===== src/rtl/serial_sub_unit.sv =====
// Bit-serial unsigned subtractor: one operand bit per clock, LSB first.
// Result and final borrow are published together with a one-cycle done pulse.
module serial_sub_unit #(
    parameter int WIDTH = 8
) (
    input  logic             clk,
    input  logic             rst_n,
    input  logic             start,
    input  logic [WIDTH-1:0] a,
    input  logic [WIDTH-1:0] b,
    output logic [WIDTH-1:0] diff,
    output logic             borrow_out,
    output logic             busy,
    output logic             done
);
    localparam int CW = (WIDTH > 1) ? $clog2(WIDTH) : 1;
    localparam logic [CW-1:0] LAST = CW'(WIDTH - 1);

    typedef enum logic [1:0] {IDLE, RUN, DONE} state_t;

    state_t           state;
    logic [CW-1:0]    cnt;
    logic [WIDTH-1:0] opa, opb, res;
    logic             br;
    logic             ai, bi, d, br_nx;
    logic [WIDTH-1:0] res_nx;

    assign ai     = opa[0];
    assign bi     = opb[0];
    assign d      = ai ^ bi ^ br;
    assign br_nx  = (~ai & bi) | (~(ai ^ bi) & br);
    assign res_nx = {d, res[WIDTH-1:1]};

    always_ff @(posedge clk or negedge rst_n) begin
        if (!rst_n) begin
            state      <= IDLE;
            cnt        <= '0;
            opa        <= '0;
            opb        <= '0;
            res        <= '0;
            br         <= 1'b0;
            diff       <= '0;
            borrow_out <= 1'b0;
            busy       <= 1'b0;
            done       <= 1'b0;
        end else begin
            done <= 1'b0;
            case (state)
                IDLE: begin
                    if (start) begin
                        opa   <= a;
                        opb   <= b;
                        br    <= 1'b0;
                        cnt   <= '0;
                        busy  <= 1'b1;
                        state <= RUN;
                    end
                end
                RUN: begin
                    opa <= opa >> 1;
                    opb <= opb >> 1;
                    br  <= br_nx;
                    res <= res_nx;
                    cnt <= cnt + 1'b1;
                    // last bit: publish the completed result straight from the shift path
                    if (cnt == LAST) begin
                        diff       <= res_nx;
                        borrow_out <= br_nx;
                        done       <= 1'b1;
                        busy       <= 1'b0;
                        state      <= DONE;
                    end
                end
                DONE: state <= IDLE;
                default: begin
                    busy  <= 1'b0;
                    state <= IDLE;
                end
            endcase
        end
    end
endmodule


===== config.mk =====
export PLATFORM = sky130hd
export DESIGN_NAME = serial_sub_unit
export DESIGN_NICKNAME = d
export VERILOG_FILES = /design/src/rtl/serial_sub_unit.sv
export SDC_FILE = /design/constraint.sdc
export NUM_CORES = 1
export LEC_CHECK = 0
export BUFFER_PORTS_ARGS = -buffer_cell sky130_fd_sc_hd__buf_2
export CAP_MARGIN = 20
export CORE_MARGIN = 10
export CORE_UTILIZATION = 54
export DETAILED_ROUTE_END_ITERATION = 10
export PLACE_DENSITY_LB_ADDON = 0.05
export SLEW_MARGIN = 10
export SYNTH_ARGS = -nofsm -noshare
export SYNTH_HDL_FRONTEND = slang
export SYNTH_SLANG_ARGS = --single-unit

===== constraint.sdc =====
create_clock -name clk -period 1.7 [get_ports clk]
set_input_delay 0.255 -clock clk [delete_from_list [all_inputs] [get_ports clk]]
set_output_delay 0.255 -clock clk [all_outputs]
set_load 0.02 [all_outputs]

; Word level (Yosys, flattened, before mapping)
; Index checks and enable logic that the tools add are counted.
[op_classes]
n_eq_ne = 5
n_addsub = 1
mux = 16
n_reduce_logical = 6
n_bitwise = 8
[ops]
columns = cell, count
row1 = case mux 8 bit (2 select lines), 2
row2 = 2-to-1 mux 8 bit, 2
row3 = case mux 3 bit (2 select lines), 1
row4 = AND reduction 2 bit, 3
row5 = 2-to-1 mux 1 bit, 5
row6 = 2-to-1 mux 2 bit, 2
row7 = "inequality test 2 bit, second input constant", 2
row8 = case mux 2 bit (2 select lines), 1
row9 = "adder 3 x 1 -> 3 bit, second input constant", 1
row10 = "== test 3 bit, second input constant", 1
row11 = 2-to-1 mux 3 bit, 1
row12 = NOT 1 bit, 3
row13 = case mux 1 bit (3 select lines), 1
row14 = AND reduction 3 bit, 1
row15 = bitwise AND 1 bit, 2
row16 = "== test 2 x 1 -> 1 bit, second input constant", 1
row17 = "== test 2 bit, second input constant", 1
row18 = logical NOT 2 bit, 1
row19 = case mux 1 bit (2 select lines), 1
row20 = nonzero test 2 bit, 1
row21 = bitwise XOR 1 bit, 2
row22 = bitwise OR 1 bit, 1
[totals]
out_inout_bits = 11
ff_bits = 41

; Longest topological paths before layout
[depth]
word_depth = 5
depth_mapped = 6

; Worst setup path after synthesis
; Ideal clock, no wire load.
[synth_path]
path_kind = register -> register
start = register cnt[0]
end = register diff[1]
path_slack_ps = 193
path_stages_with_launch = 6
t_arrival_ps = 1382
path_buffers = 1
setup_time_ps = 125
cell_sequence = dfrtp_1 ha_1 ha_1 nand3b_4 buf_2 mux2_2
[synth_between]
elab_chain_cells = 2
[synth_lines]
columns = element, line_no
row1 = from (decl), 22  ; logic [CW-1:0] cnt;
row2 = from (signal assigned), 64  ; cnt <= cnt + 1'b1;
row3 = == test 3 bit, 66  ; if (cnt == LAST) begin
row4 = AND reduction 2 bit (no source line), --
row5 = to (signal assigned), 67  ; diff <= res_nx;
row6 = to (decl), 11  ; output logic [WIDTH-1:0] diff,
; No other way between the ends.
; A chain may end at the register's enable or synchronous reset.

; Worst setup path in the final report
[layout_path]
start = register cnt[0]
end = register diff[0]
; The elaborated chain is that of the path after synthesis.

==> flow_summary.ini <==
[sta]
rsz0062_at_grt = false
worst_pin_slew_ns = 0.493
max_freq_ghz = 0.674
finalHoldViolations = 0
min_period_over_period_pct = 87.3
setup_viol = 0
slew_headroom_pct = 67.2
drv_slew = 0
fin_setup_tns_ns = 0
fin_worst_skew_ns = 0.00347
post-route-min-period_ns = 1.48

[critical_path]
max_stage_delay_ns = 0.41
r2r_cells = 4
critPathMaxFanout = 12
worstSetupPathType = reg2reg
cp.arrival_ns = 1.72
startpoint = cnt[0]$_DFFE_PN0P_
cp-start-kind = flip-flop
slowest_stage = dfrtp_1
rr_endpoint = diff[0]$_DFFE_PN0P_
path_buf_inv = 0
cp_top_family = adder cells
crit_top_cell = ha_1
worstPathCellList = ha_1 -> ha_1 -> nand3b_4 -> mux2_2
required_ns = 1.94
critPathCapture = diff[0]$_DFFE_PN0P_
rrSetupSlack_ns = 0.22
path_depth = 4
reg2reg_from = cnt[0]$_DFFE_PN0P_
cp-end-kind = flip-flop

[clocking]
post_cts.repair.setup_buffers = 0
htreeDepth = 2
clockRootBuffer = clkbuf_4
cts_tree = built
clkLatencyLatePin_ns = 0.34
clk_pin_slew_ns = 0.11
cts_buffers = 5
cts.sinks = 40
clock_path_buffers = 2

[die]
rows = 20
die_h_um = 76.6
die_w_um = 76.6
die-area_mm2 = 0.00587
io_pins = 30
coreArea_mm2 = 0.00305
start_util_pct = 56.7

[final_layout]
regArea_mm2 = 0.00100
diodes = 0
multiInputGateArea_um2 = 638
stdcell_count = 223
layout-drive-gt1-share_pct = 33.5
n_fill_cell = 266
fin_nets = 200
area_delta_synth_final_pct = 16.3

[placed_design]
dp_hpwl_um = 2560
placed_cells = 214
gp_congestion = 0.759
io_buffer_count = 29

[synthesis]
synth-xor-area-share_pct = 0
synth_cell_types = 27
synth_top_area_cell = dfrtp_1
synth-simple-area-share_pct = 5.78
synth_top_cell_area_share_pct = 57.8
netlist_area_mm2 = 0.00173
ys_seq_elements = 40
synthAdderAreaFrac_pct = 2.60
synth.area.top_cells = dfrtp_1, o22ai_1, mux2_2, a21oi_1, mux2_4
yosysWarnings = 0
syn_avg_cell_area_um2 = 12.0
synth_cells = 144
synth_nets = 166
synth_compound_area_share_pct = 17.3
synth_top_family_by_area = compound AO/OA/AOI/OAI gates
synthMuxAreaShare_pct = 11.2
ys_seq_area_share_pct = 57.8

[routing]
drt-pass1-iter-count = 7
routed_wl_um = 3570
via_per_inst = 5.60
antenna_left = 0
drt-wirelength-per-cell_um = 16.0
drc = 0
drt-initial-drc-count = 72
num_vias = 1249

[grt]
grt_pass1_vias = 1331
overflow = 0
grt_pass1_wl_um = 6290
antenna_found_initial = 0
track_usage_pct = 13.0
grt_max_degree = 22

[power_and_ir_drop]
clkPwrFrac_pct = 13.3
vdd_drop_max_uv = 902
pwr-share-comb_pct = 41.5
powerDensity_mw_per_mm2 = 1870
p_switching_mw = 1.37
seqPwrFrac_pct = 45.2
p_leak_nw = 0.942
switching_share_pct = 36.6
power.internal_mw = 2.38

[run_status]
status = finished, final reports clean

[min_path]
hold_depth = 3
min_from = b[7]
hp-class = in2reg

[flow_run]
cap_violations = 0
[cells in the final DEF (no fill, tap or decap), types with 2 or more instances in the layout]
master	Yosys	layout
a21oi_1	14	14
buf_4	0	5
buf_2	7	29
clkbuf_1	0	2
ha_1	2	2
nor2_1	4	4
o21ai_0	8	8
inv_1	6	6
buf_12	0	2
clkbuf_4	0	5
a22o_1	2	2
dfrtp_1	40	40
nand2_1	5	5
mux2_2	11	11
mux2_4	4	4
o22ai_1	26	26
[cells by family after synthesis]
logic type | Yosys count
AO/OA/AOI/OAI | 51
adder cells (fa/ha/maj) | 3
buffers and inverters | 17
flip-flops | 40
multiplexers | 16
AND/OR/NAND/NOR | 17
[cell type report]
cell class                      count  share of cell area (%)
Clock buffer                        8                    2.92
Inverter                            7                    1.31
Multi-Input combinational cell     87                    31.7
Sequential cell                    40                    49.8
Tap cell                           44                    2.74
Timing Repair Buffer               37                    11.6
[power by group through the flow]
stage	sequential, mW	clock [mW]	combinational, mW
floorplan	1.80	0	1.04
global placement	1.69	0	1.51
detailed placement	1.71	0	1.57
CTS	1.70	0.512	1.58
global route	1.77	0.558	1.74
finish	1.70	0.498	1.56
[worst reg2reg max path, cell delays in order (launching register included)]
cell      delay (ns)
dfrtp_1         0.41
ha_1            0.21
ha_1            0.23
nand3b_4        0.18
mux2_2          0.36
[flip-flops by register name, summed over array words and instances (netlist names)]
signal	flops
diff	8
opa	8
opb	8
res	7
cnt	3
state	2
borrow_out	1
br	1
busy	1
done	1
[layer usage]
layer  vias up  track usage (%)  wire, um
met5         -                0         0
met4         0             3.53        46
met3         8             6.13       261
met2        34             20.9      1740
met1       610             15.3      1510
li1        597                -         -
[how the worst min path moves through the flow]
stage,slack [ns],to
3_3_place_gp,0.24,res[2]$_DFFE_PN0N_
2_1_floorplan,-0.04,borrow_out$_DFFE_PN0P_
3_5_place_dp,0.25,diff[1]$_DFFE_PN0P_
4_1_cts,0.13,opb[7]$_DFFE_PN0P_
5_1_grt,0.13,opa[7]$_DFFE_PN0P_
6_report,0.14,opb[7]$_DFFE_PN0P_
[cells in the mapped netlist]
library cell  count
buf_1             1
clkinv_1          1
ha_1              2
nand2b_1          1
a22o_1            2
mux2i_1           1
o2bb2ai_1         1
nor2_1            4
o21ai_0           8
mux2_4            4
nand2_1           5
or2_2             1
buf_8             1
buf_2             7
inv_1             6
nand3_1           1
nor3_1            1
mux2_2           11
dfrtp_1          40
buf_6             1
nor4b_1           1
nand2b_2          1
fa_1              1
o22ai_1          26
nand3b_4          1
a21oi_1          14
nor2b_1           1
[metrics by stage]
stage / worst slack (ns) / power, mW / cell area [um^2] / utilization (%) / hold slack, ns
after floorplan: 0.193 / 2.84 / 1730 / - / -0.0406
after global placement: 0.278 / 3.20 / 1940 / 63.6 / 0.239
after detailed placement: 0.229 / 3.28 / 1940 / 63.6 / 0.246
after CTS: 0.217 / 3.79 / 2010 / 65.9 / 0.134
after global routing: 0.127 / 4.06 / 2010 / 65.9 / 0.128
final: 0.216 / 3.75 / 2010 / 65.9 / 0.141
[repair_timing]
item	4_1_cts	5_1_grt
hold endpoints to repair	20	0
hold buffers	1	0
resized for setup	0	0
Power figures use the tool's default switching activity.
